==> src/rtl/lsu_pkg.sv <==
// Shared constants and types for the load/store unit on the data-memory port.
package lsu_pkg;

    // RV32I load funct3 encodings
    localparam logic [2:0] F3_LB  = 3'b000;
    localparam logic [2:0] F3_LH  = 3'b001;
    localparam logic [2:0] F3_LW  = 3'b010;
    localparam logic [2:0] F3_LBU = 3'b100;
    localparam logic [2:0] F3_LHU = 3'b101;

    // RV32I store funct3 encodings
    localparam logic [2:0] F3_SB  = 3'b000;
    localparam logic [2:0] F3_SH  = 3'b001;
    localparam logic [2:0] F3_SW  = 3'b010;

    // addr[31:28] value that selects RAM; everything else is MMIO
    localparam logic [3:0] MEM_REGION_DEF = 4'h0;

    // Well-known MMIO locations used by the test environment
    localparam logic [31:0] SIG_ADDR  = 32'hF000_0004;
    localparam logic [31:0] HALT_ADDR = 32'hCAFE_CAFE;

    typedef enum logic [1:0] {
        ST_IDLE = 2'd0,
        ST_RD   = 2'd1,
        ST_WR   = 2'd2,
        ST_RESP = 2'd3
    } lsu_state_t;

endpackage

==> src/rtl/lsu_lane_align.sv <==
// Byte-lane steering between a 32-bit memory word and RV32I load/store data.
// Loads: pick the lane selected by the low address bits and extend it.
// Stores: shift the store data into its lane and merge it into the read word.
module lsu_lane_align
    import lsu_pkg::*;
#(
    parameter int XLEN = 32
) (
    input  logic [2:0]      funct3,
    input  logic [1:0]      ofs,
    input  logic [XLEN-1:0] rd_word,
    input  logic [XLEN-1:0] st_data,
    output logic [XLEN-1:0] ld_data,
    output logic [XLEN-1:0] st_lane,
    output logic [XLEN-1:0] st_merge
);

    logic [4:0]             sh_amt;
    logic [7:0]             byte_u;
    logic [15:0]            half_u;
    logic signed [7:0]      byte_s;
    logic signed [15:0]     half_s;
    logic signed [XLEN-1:0] byte_sx;
    logic signed [XLEN-1:0] half_sx;
    logic [XLEN-1:0]        st_mask;

    assign sh_amt  = {ofs, 3'b000};
    assign byte_u  = rd_word[sh_amt +: 8];
    assign half_u  = ofs[1] ? rd_word[XLEN-1:16] : rd_word[15:0];
    assign byte_s  = byte_u;
    assign half_s  = half_u;
    assign byte_sx = XLEN'(byte_s);
    assign half_sx = XLEN'(half_s);

    // Load extraction: sign- or zero-extend the selected lane
    always_comb begin
        ld_data = '0;
        case (funct3)
            F3_LB:   ld_data = byte_sx;
            F3_LH:   ld_data = half_sx;
            F3_LW:   ld_data = rd_word;
            F3_LBU:  ld_data = XLEN'(byte_u);
            F3_LHU:  ld_data = XLEN'(half_u);
            default: ld_data = '0;
        endcase
    end

    // Store steering: position the store data in its lane and build the lane mask
    always_comb begin
        st_mask = '0;
        st_lane = '0;
        case (funct3[1:0])
            2'b00: begin
                st_mask = XLEN'(8'hFF) << sh_amt;
                st_lane = XLEN'(st_data[7:0]) << sh_amt;
            end
            2'b01: begin
                st_mask = XLEN'(16'hFFFF) << sh_amt;
                st_lane = XLEN'(st_data[15:0]) << sh_amt;
            end
            default: begin
                st_mask = '1;
                st_lane = st_data;
            end
        endcase
    end

    assign st_merge = (rd_word & ~st_mask) | (st_lane & st_mask);

endmodule

==> src/rtl/lsu_dmem.sv <==
// Load/store unit driving a word-wide data-memory port without byte enables.
// Sub-word stores to RAM are done as read-modify-write; MMIO accesses bypass
// alignment checks and are written directly with the data in its lane.
module lsu_dmem
    import lsu_pkg::*;
#(
    parameter logic [3:0] MEM_REGION = MEM_REGION_DEF,
    parameter int         XLEN       = 32
) (
    input  logic            sysclk,
    input  logic            rst_in,
    input  logic            lsu_req_valid,
    output logic            lsu_req_ready,
    input  logic            lsu_req_we,
    input  logic [2:0]      lsu_req_funct3,
    input  logic [XLEN-1:0] lsu_req_addr,
    input  logic [XLEN-1:0] lsu_req_wdata,
    output logic            lsu_rsp_valid,
    output logic [XLEN-1:0] lsu_rsp_rdata,
    output logic            lsu_rsp_err,
    output logic [XLEN-1:0] dmem_rd_addr,
    input  logic [XLEN-1:0] dmem_rd_data,
    output logic [XLEN-1:0] dmem_wr_addr,
    output logic [XLEN-1:0] dmem_wr_data,
    output logic            dmem_wr_en
);

    lsu_state_t      state;

    // Request fields held for the duration of the operation
    logic            we_q;
    logic [2:0]      f3_q;
    logic [XLEN-1:0] addr_q;
    logic [XLEN-1:0] wdata_q;
    logic [XLEN-1:0] rdbuf;

    logic            accept;
    logic            req_ram;
    logic            req_illegal;
    logic            req_misal;
    logic            req_sw;
    logic [XLEN-1:0] req_addr_al;
    logic            ram_q;
    logic            sw_q;

    logic [XLEN-1:0] ld_data;
    logic [XLEN-1:0] st_lane;
    logic [XLEN-1:0] st_merge;

    assign lsu_req_ready = (state == ST_IDLE);
    assign accept        = lsu_req_valid && lsu_req_ready;

    assign req_ram     = (lsu_req_addr[XLEN-1 -: 4] == MEM_REGION);
    assign req_sw      = lsu_req_we && (lsu_req_funct3 == F3_SW);
    assign req_addr_al = {lsu_req_addr[XLEN-1:2], 2'b00};

    // Stores only have SB/SH/SW; loads have no 011/110/111
    assign req_illegal = lsu_req_we ? (lsu_req_funct3 > F3_SW)
                                    : ((lsu_req_funct3 == 3'b011) || (lsu_req_funct3[2:1] == 2'b11));

    // Alignment is only enforced for RAM; MMIO sees the raw address
    always_comb begin
        req_misal = 1'b0;
        if (req_ram) begin
            case (lsu_req_funct3[1:0])
                2'b01:   req_misal = lsu_req_addr[0];
                2'b10:   req_misal = (lsu_req_addr[1:0] != 2'b00);
                default: req_misal = 1'b0;
            endcase
        end
    end

    assign ram_q = (addr_q[XLEN-1 -: 4] == MEM_REGION);
    assign sw_q  = (f3_q == F3_SW);

    lsu_lane_align #(
        .XLEN(XLEN)
    ) u_align (
        .funct3  (f3_q),
        .ofs     (addr_q[1:0]),
        .rd_word (rdbuf),
        .st_data (wdata_q),
        .ld_data (ld_data),
        .st_lane (st_lane),
        .st_merge(st_merge)
    );

    // Load data is only presented with a successful load response
    assign lsu_rsp_rdata = (lsu_rsp_valid && !we_q && !lsu_rsp_err) ? ld_data : '0;

    // RAM sub-word stores merge into the read word; SW and MMIO use the lane data
    assign dmem_wr_data = dmem_wr_en ? ((ram_q && !sw_q) ? st_merge : st_lane) : '0;

    // Request capture and read buffer; pure data, no reset needed
    always_ff @(posedge sysclk) begin
        if (accept) begin
            we_q    <= lsu_req_we;
            f3_q    <= lsu_req_funct3;
            addr_q  <= lsu_req_addr;
            wdata_q <= lsu_req_wdata;
        end
        if (state == ST_RD) begin
            rdbuf <= dmem_rd_data;
        end
    end

    // Control FSM with registered strobes and memory addresses
    always_ff @(posedge sysclk or posedge rst_in) begin
        if (rst_in) begin
            state         <= ST_IDLE;
            lsu_rsp_valid <= 1'b0;
            lsu_rsp_err   <= 1'b0;
            dmem_wr_en    <= 1'b0;
            dmem_rd_addr  <= '0;
            dmem_wr_addr  <= '0;
        end else begin
            case (state)
                ST_IDLE: begin
                    if (accept) begin
                        if (req_illegal || req_misal) begin
                            state         <= ST_RESP;
                            lsu_rsp_valid <= 1'b1;
                            lsu_rsp_err   <= 1'b1;
                        end else if (!lsu_req_we) begin
                            state        <= ST_RD;
                            dmem_rd_addr <= req_addr_al;
                        end else if (req_sw || !req_ram) begin
                            state        <= ST_WR;
                            dmem_wr_en   <= 1'b1;
                            dmem_wr_addr <= req_ram ? req_addr_al : lsu_req_addr;
                        end else begin
                            state        <= ST_RD;
                            dmem_rd_addr <= req_addr_al;
                        end
                    end
                end
                ST_RD: begin
                    if (!we_q) begin
                        state         <= ST_RESP;
                        lsu_rsp_valid <= 1'b1;
                    end else begin
                        state        <= ST_WR;
                        dmem_wr_en   <= 1'b1;
                        dmem_wr_addr <= {addr_q[XLEN-1:2], 2'b00};
                    end
                end
                ST_WR: begin
                    state         <= ST_RESP;
                    dmem_wr_en    <= 1'b0;
                    lsu_rsp_valid <= 1'b1;
                end
                default: begin
                    state         <= ST_IDLE;
                    lsu_rsp_valid <= 1'b0;
                    lsu_rsp_err   <= 1'b0;
                end
            endcase
        end
    end

endmodule

==> config.mk <==
export PLATFORM = sky130hd
export DESIGN_NAME = lsu_dmem
export DESIGN_NICKNAME = d
export VERILOG_FILES = /design/src/rtl/lsu_pkg.sv /design/src/rtl/lsu_lane_align.sv /design/src/rtl/lsu_dmem.sv
export SDC_FILE = /design/constraint.sdc
export NUM_CORES = 1
export LEC_CHECK = 0
export CORE_ASPECT_RATIO = 0.75
export CORE_MARGIN = 5
export CORE_UTILIZATION = 49
export CTS_BUF_LIST = sky130_fd_sc_hd__clkbuf_2 sky130_fd_sc_hd__clkbuf_4 sky130_fd_sc_hd__clkbuf_8
export CTS_CLUSTER_DIAMETER = 200
export DETAILED_ROUTE_END_ITERATION = 8
export PLACE_DENSITY_LB_ADDON = 0.12
export SYNTH_ARGS = -nofsm -noshare
export SYNTH_HDL_FRONTEND = slang
export SYNTH_SLANG_ARGS = --single-unit
==> constraint.sdc <==
create_clock -name sysclk -period 4.3 [get_ports sysclk]
set_input_delay 0.86 -clock sysclk [delete_from_list [all_inputs] [get_ports sysclk]]
set_output_delay 0.86 -clock sysclk [all_outputs]
set_load 0.005 [all_outputs]
==> results by group, run 1 <==
Timing
  – Hold violation count in the final report: 0
  – Min Clock Period, post-route: 4.07 ns
  – Slew HR: 28.7%
  – Worst Clk Skew: 0.0173 ns
  – Setup_tns: 0 ns
  – Slew Limit Fails: 0
  – Fmax: 246 MHz
  – Hold slack: 0.498 ns
  – Worst setup margin: 0.229 ns
  – RSZ-0062 raised after global routing: no
  – Final setup fails: 0
  – Final Cycle Share: 94.7%
  – Worst-Margin Slew: 1.07 ns

Finish
  – Register area: 0.00468 mm²
  – Ant. Diodes: 0
  – Fin util: 69.1%
  – # fillers: 1129
  – # nets final: 940
  – Area of the multi-input gates: 0.00269 mm²
  – Area Growth Syn to Fin: 38.4%
  – Most common cell after layout, fill and taps aside: clkdlybuf4s50_1
  – Design Area, Final: 0.0105 mm²
  – Layout cells sized above 1: 11.4%
  – Commonest cells after routing, fill and taps aside: clkdlybuf4s50_1, edfxtp_1, dfrtp_1

Job
  – Max-Cap Viols: 0

Die
  – Die Span Y: 118 µm
  – Cell row count: 39
  – Die W: 154 µm
  – IO Pins: 235
  – Core ar.: 0.0152 mm²
  – Initial Util: 49.9%
  – Die footprint: 0.0181 mm²

Worst setup path
  – Crit end category: output port
  – Crit path cell chain: nor2b_1 -> buf_4 -> a2111oi_4 -> a221oi_1 -> nor2_1 -> clkdlybuf4s50_1
  – CP max FO: 19
  – Crit path required time: 3.44 ns
  – WS Path Type: register to output port
  – Max stage delay cell, worst path: edfxtp_1
  – Arrival time worst endpoint: 3.21 ns
  – CP peak stage delay: 0.69 ns
  – Worst Path Buf+Inv: 2
  – CP startpoint kind: register
  – CP delay by family, top: compound AO/OA/AOI/OAI gates

Yosys
  – Post-synth ARST share: 40.1%
  – Post-synthesis sequential area ratio: 61.6%
  – Synth area leaders: edfxtp_1, dfrtp_1, mux2_2
  – Syn. warnings: 0
  – Number of enable flip-flop cells after synthesis: 100
  – Yosys top cell by area: edfxtp_1
  – Syn_area_per_cell: 12.5 µm²
  – Netlist Area Pre-Place: 0.00760 mm²
  – Yosys cell types: 47
  – #FFs+latches synth: 167
  – Syn Inst Count: 608
  – Commonest register cell after synthesis: edfxtp_1
  – Synth top area share: 39.5%

Clock tree
  – Root Driver: clkbuf_8
  – Clock sink count: 167
  – H-tree Lvls: 4
  – Clock Pin Slew Worst Setup and Hold Paths: 0.10 ns
  – Cts bufs inserted: 17
  – Post-CTS Resized: 0
  – CTS tree: done
  – Clk_lat worst skew: 0.47 ns
  – CTS Buffer Depth: 2

Global routing
  – First-pass GRT wire length: 36700 µm
  – Antenna violations before repair: 0
  – Global-route usage over all layers: 25.9%
  – Global Route met1 Usage: 36.0%
  – Busiest grt layer: met2
  – Vias in the first global route: 6240
  – Grt met2 use: 39.9%
  – Largest net degree at the start of global routing: 69
  – Met3 Track Usage GR: 7.75%
  – Grt ovf: 0

Outcome
  – Outcome: complete, no violations

Placement
  – Post-DP HPWL: 16800 µm
  – Post-place setup slack: 0.552 ns
  – Placed cell area: 0.0101 mm²
  – Placer congestion estimate: 0.875
  – Buffers on Ports: 232

Pwr
  – Pleak: 3.99 nW
  – Peak supply drop: 373 µV
  – Power Density: 607 mW/mm²

Routing
  – DR vias: 6153
  – Post-route ant nets: 0
  – DR pass1 iterations: 7
  – DR DRC count: 0
  – Vias per cell: 5.87
  – Detailed Route Iter0 Violations: 534
  – Routed len/inst: 22.5 µm
  – WL final: 23500 µm

Hold path
  – Worst min path class: register to register
## what timing repair did
action / 4_1_cts / 5_1_grt
hold buffers: 0 / 0
buffers inserted: 0 / 1
setup endpoints to repair: 0 / 16
## registers in the layout (all words and copies together), names as in the netlist
name,flops
lsu_rsp_err,1
dmem_rd_addr,30
we_q,1
lsu_rsp_valid,1
dmem_wr_addr,32
state,2
f3_q,3
rdbuf,32
wdata_q,32
dmem_wr_en,1
addr_q,32
## Yosys cell counts, drive strengths merged, types with 5 or more instances
cell type,count
a221oi,25
clkbuf,26
nor2b,8
a21o,17
a222oi,6
buf,18
ha,7
a22o,5
dfrtp,67
mux2,37
nor2,61
a22oi,26
edfxtp,100
inv,11
mux2i,34
o21ai,66
nand2,34
and2,5
a21oi,29
## cells by family after synthesis
family	after synthesis	synth area share (%)
AOI/OAI and AO/OA	184	16.2
adders and majority gates	7	1.15
buffers and inverters	55	3.46
DFF	167	61.6
muxes	72	10.3
other	1	0.0493
and+or+nand+nor	122	7.29
## routing by layer
metal / routed length, µm / part of all wire [%]
met5: 0 / 0
met4: 340 / 1.4
met3: 2080 / 8.8
met2: 11100 / 47
met1: 10100 / 43
## area by class of cell
cell class / instances / area share [%]
tap: 205 / 2.44
clock inverter: 15 / 1.71
multi-input combinational: 387 / 25.5
inverter: 11 / 0.393
clock buffer: 17 / 2.22
sequential: 167 / 44.5
timing repair buffer: 246 / 23.2
## power breakdown
group	switching (mW)	internal (mW)	total, mW
Clock	0.637	0.541	1.18
Sequential	0.362	2.29	2.65
Combinational	1.22	1.33	2.55
## worst paths after layout
| path | to | cells past startpoint | slack (ns) | from |
|---|---|---|---|---|
| min | dmem_rd_addr[4]$_DFFE_PP0P_ | 1 | 0.50 | dmem_rd_addr[4]$_DFFE_PP0P_ |
| max in group asynchronous | dmem_rd_addr[22]$_DFFE_PP0P_ | 3 | 2.66 | rst_in |
| max reg2reg | dmem_wr_addr[28]$_DFFE_PP0P_ | 7 | 1.83 | state[1]$_DFFE_PP0N_ |
| min reg2reg | dmem_rd_addr[4]$_DFFE_PP0P_ | 1 | 0.50 | dmem_rd_addr[4]$_DFFE_PP0P_ |
| min in group asynchronous | dmem_rd_addr[12]$_DFFE_PP0P_ | 2 | 0.91 | rst_in |
| max | dmem_wr_data[18] | 6 | 0.23 | addr_q[1]$_DFFE_PP_ |
## per-stage QoR
step | instances | power [mW]
after CTS | 1047 | 6.42
after floorplan | 609 | 3.78
final | 1048 | 6.39
after global routing | 1048 | 6.74
after global placement | 1015 | 5.16
after detailed placement | 1015 | 5.24
(Power assumes the default switching activity.)
==> run 2, diff against run 1 <==
--- a/config.mk
+++ b/config.mk
@@ -7,10 +7,11 @@
 export LEC_CHECK = 0
 export CORE_ASPECT_RATIO = 0.75
 export CORE_MARGIN = 5
-export CORE_UTILIZATION = 49
+export CORE_UTILIZATION = 65
 export CTS_BUF_LIST = sky130_fd_sc_hd__clkbuf_2 sky130_fd_sc_hd__clkbuf_4 sky130_fd_sc_hd__clkbuf_8
 export CTS_CLUSTER_DIAMETER = 200
 export DETAILED_ROUTE_END_ITERATION = 8
+export DONT_BUFFER_PORTS = 1
 export PLACE_DENSITY_LB_ADDON = 0.12
 export SYNTH_ARGS = -nofsm -noshare
 export SYNTH_HDL_FRONTEND = slang
==> run 2 against run 1 <==
Net effect: sequential share of layout area rose by 14 points; critical path depth down 2; cell count down 27%; critical path type unchanged; largest cell class unchanged.
==> results by group, run 2 (synthesis results as in run 1) <==
Finish
  – Ant. Diodes: 0 (unchanged)
  – Layout cells sized above 1: 14.9% (+3.5 points)
  – Most common cell after layout, fill and taps aside: edfxtp_1
  – Fin util: 70.0% (+0.91 points)
  – Design Area, Final: 0.00807 mm² (-23%)
  – # nets final: 702 (-25%)
  – Area Growth Syn to Fin: 6.16%
  – # fillers: 788 (-30%)
  – Commonest cells after routing, fill and taps aside: edfxtp_1, dfrtp_1, nor2_1

Clock tree
  – H-tree Lvls: 4 (unchanged)
  – Post-CTS Hold Buffers: 0 (unchanged)
  – Root Driver: clkbuf_8
  – Clock sink count: 167 (unchanged)
  – Clock Pin Slew Worst Setup and Hold Paths: 0.10 ns (about the same)
  – CTS tree: done
  – Clk_lat worst skew: 0.46 ns (about the same)
  – CTS Buffer Depth: 2 (unchanged)
  – Postcts setup bufs: 0 (unchanged)
  – Cts bufs inserted: 17 (unchanged)
  – Post-CTS Resized: 0 (unchanged)

Worst setup path
  – Arrival time worst endpoint: 2.95 ns (-0.26 ns)
  – Crit end category: output port
  – Worst flop-to-flop path endpoint: dmem_wr_addr[8]$_DFFE_PP0P_
  – CP max FO: 22 (+3)
  – CP startpoint kind: register
  – End of the critical path: lsu_rsp_rdata[31]
  – RR Startpoint: state[1]$_DFFE_PP0N_
  – CP Launch Point: f3_q[1]$_DFFE_PP_
  – Worst reg-to-reg path cell count: 7 (unchanged)
  – Crit path required time: 3.44 ns (about the same)
  – R2r setup slk: 1.70 ns (-0.13 ns)
  – WS Path Type: register to output port

Pwr
  – P_int: 3.39 mW (-19%)
  – Flop pwr share: 50.8% (+9.2 points)
  – Psw: 2.01 mW (-9.6%)
  – Pleak: 3.08 nW (-23%)
  – Clock network power share: 21.4% (+3.0 points)
  – Switching Fraction: 37.2% (+2.4 points)
  – Peak supply drop: 359 µV (-3.6%)
  – Combinational share of power: 27.8% (-12 points)
  – Power Density: 669 mW/mm² (+10%)

Timing
  – Min Clock Period, post-route: 3.81 ns (-0.264 ns)
  – Final Cycle Share: 88.5% (-6.1 points)
  – Worst setup margin: 0.493 ns (+0.264 ns)
  – Hold slack: 0.354 ns (-0.144 ns)
  – Worst-Margin Slew: 1.09 ns (+0.0177 ns)
  – Hold violation count in the final report: 0 (unchanged)
  – Fmax: 263 MHz (+6.9%)
  – Slew Limit Fails: 0 (unchanged)
  – Slew HR: 27.4% (-1.3 points)
  – Worst Clk Skew: 0.0158 ns (-0.00152 ns)
  – Final setup fails: 0 (unchanged)
  – Setup_tns: 0 ns (unchanged)
  – RSZ-0062 raised after global routing: no

Routing
  – DR pass1 iterations: 7 (unchanged)
  – Routed len/inst: 25.8 µm (+15%)
  – WL final: 19800 µm (-16%)
  – DR DRC count: 0 (unchanged)
  – Vias per cell: 6.77 (+15%)
  – Post-route ant nets: 0 (unchanged)
  – Detailed Route Iter0 Violations: 837 (+57%)
  – DR vias: 5196 (-16%)

Placement
  – Post-DP HPWL: 13800 µm (-18%)
  – Placer congestion estimate: 0.905 (+3.5%)
  – Placed cell area: 0.00767 mm² (-24%)
  – Buffers on Ports: 0 (-100%)
  – Post-place setup slack: 1.00 ns (+0.449 ns)

Die
  – Cell row count: 34 (-13%)
  – IO Pins: 235 (unchanged)
  – Initial Util: 65.9% (+16 points)
  – Die Span Y: 104 µm (-12%)
  – Die W: 135 µm (-12%)
  – Die footprint: 0.0140 mm² (-23%)
  – Core ar.: 0.0115 mm² (-24%)

Global routing
  – Largest net degree at the start of global routing: 39 (-43%)
  – Vias in the first global route: 5237 (-16%)
  – Global-route usage over all layers: 27.9% (+2.0 points)
  – First-pass GRT wire length: 30200 µm (-18%)
  – Antenna violations before repair: 1 (+1)
  – Grt ovf: 0 (unchanged)

Hold path
  – Worst min path class: input pin to asynchronous set/reset pin

Job
  – Max-Cap Viols: 0 (unchanged)

Outcome
  – Outcome: complete, no violations
-- run 2: cell count changes in the layout (fill, tap and decap cells not counted), sizes merged --
cell | before | now
buf | 14 | 8
clkbuf | 17 | 18
clkdlybuf4s50 | 232 | 0
clkinv | 4 | 2
inv | 20 | 21
-- run 2: layout make-up --
type                    count  area (µm²)  share of cell area (%)
repair buffers              8        60.1                   0.744
inverters                  11        41.3                   0.512
well taps                 162         203                    2.51
flip-flops and latches    167        4680                    58.0
multi-input cells         387        2690                    33.3
clock inverters            14         158                    1.95
clock buffers              18         241                    2.99
-- run 2: power groups by stage --
stage	sequential, mW	combinational, mW	clock [mW]
floorplan	2.57	1.21	0
detailed placement	2.76	1.49	0
finish	2.74	1.50	1.15
CTS	2.74	1.49	1.16
global route	2.79	1.66	1.24
global placement	2.75	1.43	0
-- run 2: routing by layer --
metal / GRT usage [%] / wire, µm / vias to the layer above
met2: 40.1 / 8810 / 357
met4: 8.28 / 440 / 2
met5: 0 / 7 / -
li1: - / - / 2247
met1: 38.4 / 7770 / 2538
met3: 12.7 / 2750 / 52
-- run 2: worst min path at each step --
stage	from	slack (ns)	depth (start not counted)	endpoint
3_5_place_dp	dmem_rd_addr[5]$_DFFE_PP0P_	0.51	1	dmem_rd_addr[5]$_DFFE_PP0P_
3_3_place_gp	addr_q[5]$_DFFE_PP_	0.50	2	dmem_wr_addr[5]$_DFFE_PP0P_
5_1_grt	rst_in	0.40	1	dmem_rd_addr[31]$_DFFE_PP0P_
4_1_cts	rst_in	0.36	1	dmem_rd_addr[31]$_DFFE_PP0P_
6_report	rst_in	0.35	1	dmem_rd_addr[30]$_DFFE_PP0P_
2_1_floorplan	dmem_rd_addr[4]$_DFFE_PP0P_	0.48	1	dmem_rd_addr[4]$_DFFE_PP0P_
-- run 2: stage by stage --
| step | power, mW | instances |
|---|---|---|
| floorplan | 3.78 | 609 |
| global placement | 4.18 | 735 |
| detailed placement | 4.25 | 735 |
| CTS | 5.39 | 767 |
| global route | 5.69 | 767 |
| finish | 5.39 | 767 |
-- run 2: worst max-delay path, cell delays in order (launching register included) --
cell      delay (ns)
edfxtp_1        0.70
o21ai_0         0.22
nand3_2         0.36
nor2_1          0.95
a21o_1          0.26
==> run 3, diff against run 2 <==
--- a/config.mk
+++ b/config.mk
@@ -7,9 +7,8 @@
 export LEC_CHECK = 0
 export CORE_ASPECT_RATIO = 0.75
 export CORE_MARGIN = 5
-export CORE_UTILIZATION = 65
+export CORE_UTILIZATION = 30
 export CTS_BUF_LIST = sky130_fd_sc_hd__clkbuf_2 sky130_fd_sc_hd__clkbuf_4 sky130_fd_sc_hd__clkbuf_8
-export CTS_CLUSTER_DIAMETER = 200
 export DETAILED_ROUTE_END_ITERATION = 8
 export DONT_BUFFER_PORTS = 1
 export PLACE_DENSITY_LB_ADDON = 0.12
==> run 3 against run 2 <==
Net effect: sequential power barely moved; setup slack got worse by 0.060 ns; wire length rose by 22%; highest routed layer unchanged; fmax fell by 1.5%; largest cell class unchanged; critical path depth did not move.
==> results by group, run 3 (synthesis results as in run 1) <==
Outcome
  – Outcome: complete, no violations

Clock tree
  – CTS tree: done
  – CTS Buffer Depth: 2 (unchanged)
  – Clk_lat worst skew: 0.46 ns (about the same)
  – Root Driver: clkbuf_8
  – Post-CTS Hold Buffers: 0 (unchanged)
  – Clock sink count: 167 (unchanged)
  – Cts bufs inserted: 17 (unchanged)
  – Postcts setup bufs: 0 (unchanged)
  – Clock Pin Slew Worst Setup and Hold Paths: 0.10 ns (about the same)
  – H-tree Lvls: 4 (unchanged)
  – Post-CTS Resized: 0 (unchanged)

Global routing
  – Largest net degree at the start of global routing: 69 (+77%)
  – Grt ovf: 0 (unchanged)
  – Global-route usage over all layers: 16.6% (-11 points)
  – Vias in the first global route: 5137 (-1.9%)
  – Antenna violations before repair: 1 (unchanged)
  – Global Route met1 Usage: 23.0% (-15 points)
  – Busiest grt layer: met2
  – Met3 Track Usage GR: 6.27% (-6.5 points)
  – First-pass GRT wire length: 35800 µm (+19%)
  – Grt met2 use: 24.2% (-16 points)

Placement
  – Placer congestion estimate: 0.817 (-9.8%)
  – Buffers on Ports: 0 (unchanged)
  – Post-place setup slack: 0.921 ns (-0.0798 ns)
  – Post-DP HPWL: 17000 µm (+24%)
  – DP Cell Count: 913 (+24%)

Timing
  – Worst-Margin Slew: 1.14 ns (+0.0563 ns)
  – Final setup fails: 0 (unchanged)
  – Slew HR: 23.7% (-3.7 points)
  – Min Clock Period, post-route: 3.87 ns (+0.0596 ns)
  – Slew Limit Fails: 0 (unchanged)
  – Hold violation count in the final report: 0 (unchanged)
  – Setup_tns: 0 ns (unchanged)
  – Worst setup margin: 0.434 ns (-0.0596 ns)
  – RSZ-0062 raised after global routing: no
  – Worst Clk Skew: 0.0166 ns (+0.000790 ns)
  – Fmax: 259 MHz (-1.5%)
  – Final Cycle Share: 89.9% (+1.4 points)

Hold path
  – Worst min path class: input pin to asynchronous set/reset pin

Die
  – Die Span Y: 148 µm (+43%)
  – IO Pins: 235 (unchanged)
  – Initial Util: 30.5% (-35 points)
  – Die footprint: 0.0287 mm² (+100%)
  – Core ar.: 0.0250 mm² (+120%)
  – Die W: 194 µm (+44%)
  – Cell row count: 50 (+47%)

Pwr
  – Pleak: 3.05 nW (-0.87%)
  – Psw: 2.07 mW (+3.2%)
  – Clock network power share: 19.4% (-2.0 points)
  – Switching Fraction: 38.8% (+1.6 points)
  – Power Density: 647 mW/mm² (-3.2%)
  – P_int: 3.27 mW (-3.5%)
  – Peak supply drop: 360 µV (+0.16%)
  – Combinational share of power: 29.1% (+1.3 points)
  – Flop pwr share: 51.5% (+0.7 points)

Finish
  – Commonest cells after routing, fill and taps aside: edfxtp_1, dfrtp_1, nor2_1
  – Area Growth Syn to Fin: 8.54%
  – # nets final: 704 (+0.28%)
  – Layout Cells excl Fill: 945 (+23%)
  – Register area: 0.00468 mm² (unchanged)
  – Area of the multi-input gates: 0.00269 mm² (unchanged)
  – # fillers: 2494 (+220%)
  – Most common cell after layout, fill and taps aside: edfxtp_1
  – Layout cells sized above 1: 15.2% (+0.28 points)
  – Ant. Diodes: 0 (unchanged)

Routing
  – Routed len/inst: 25.5 µm (-1.0%)
  – DR vias: 5137 (-1.1%)
  – DR DRC count: 0 (unchanged)
  – Vias per cell: 5.44 (-20%)
  – WL final: 24100 µm (+22%)
  – Detailed Route Iter0 Violations: 388 (-54%)
  – DR pass1 iterations: 5 (-2)
  – Post-route ant nets: 0 (unchanged)

Job
  – Max-Cap Viols: 0 (unchanged)

Worst setup path
  – Crit path required time: 3.44 ns (about the same)
  – Crit end category: output port
  – CP max FO: 19 (-14%)
  – CP peak stage delay: 0.87 ns (-0.08 ns)
  – Arrival time worst endpoint: 3.01 ns (+0.06 ns)
  – CP startpoint kind: register
  – R2r setup slk: 1.67 ns (-0.03 ns)
  – Crit path cell chain: nor2b_1 -> a2111oi_4 -> a221oi_1 -> nor2_1
  – CP delay by family, top: compound AO/OA/AOI/OAI gates
  – Worst Path Buf+Inv: 0 (unchanged)
  – WS Path Type: register to output port
  – Max stage delay cell, worst path: edfxtp_1
==> run 3: final cells by class <==
cell class	instances	area share (%)
Clock buffer	19	3.02
Clock inverter	13	1.15
Multi-Input combinational cell	387	32.6
Inverter	11	0.516
Tap cell	338	5.13
Sequential cell	167	56.7
Timing Repair Buffer	10	0.910
==> run 3: stage by stage <==
stage	cell area (µm²)	total power, mW	hold WS, ns	util, %
6_report	8250	5.34	0.435	33.1
5_1_grt	8250	5.70	0.411	33.1
4_1_cts	8250	5.43	0.416	33.1
3_5_place_dp	7910	4.36	0.515	31.7
3_3_place_gp	7910	4.33	0.506	31.7
2_1_floorplan	7600	3.78	0.483	-
==> run 3: worst paths after layout <==
kind	cells past startpoint	from	endpoint
setup / recovery	4	addr_q[0]$_DFFE_PP_	dmem_wr_data[19]
hold / removal	1	rst_in	dmem_rd_addr[29]$_DFFE_PP0P_
setup reg to reg	8	state[1]$_DFFE_PP0N_	dmem_wr_addr[3]$_DFFE_PP0P_
hold reg to reg	1	dmem_rd_addr[5]$_DFFE_PP0P_	dmem_rd_addr[5]$_DFFE_PP0P_
max in group asynchronous	2	rst_in	dmem_rd_addr[22]$_DFFE_PP0P_
min in group sysclk	0	lsu_req_addr[15]	addr_q[15]$_DFFE_PP_
==> run 3: layer usage <==
layer	vias to the layer above	part of all wire, %
li1	2248	-
met1	2627	43
met2	236	46
met3	24	10
met4	2	1.5
met5	-	0.046
==> run 3: power by group through the flow <==
stage	registers [mW]	logic, mW	clock network [mW]
2_1_floorplan	2.57	1.21	0
3_3_place_gp	2.79	1.54	0
3_5_place_dp	2.80	1.57	0
4_1_cts	2.77	1.57	1.09
5_1_grt	2.81	1.73	1.16
6_report	2.75	1.55	1.04
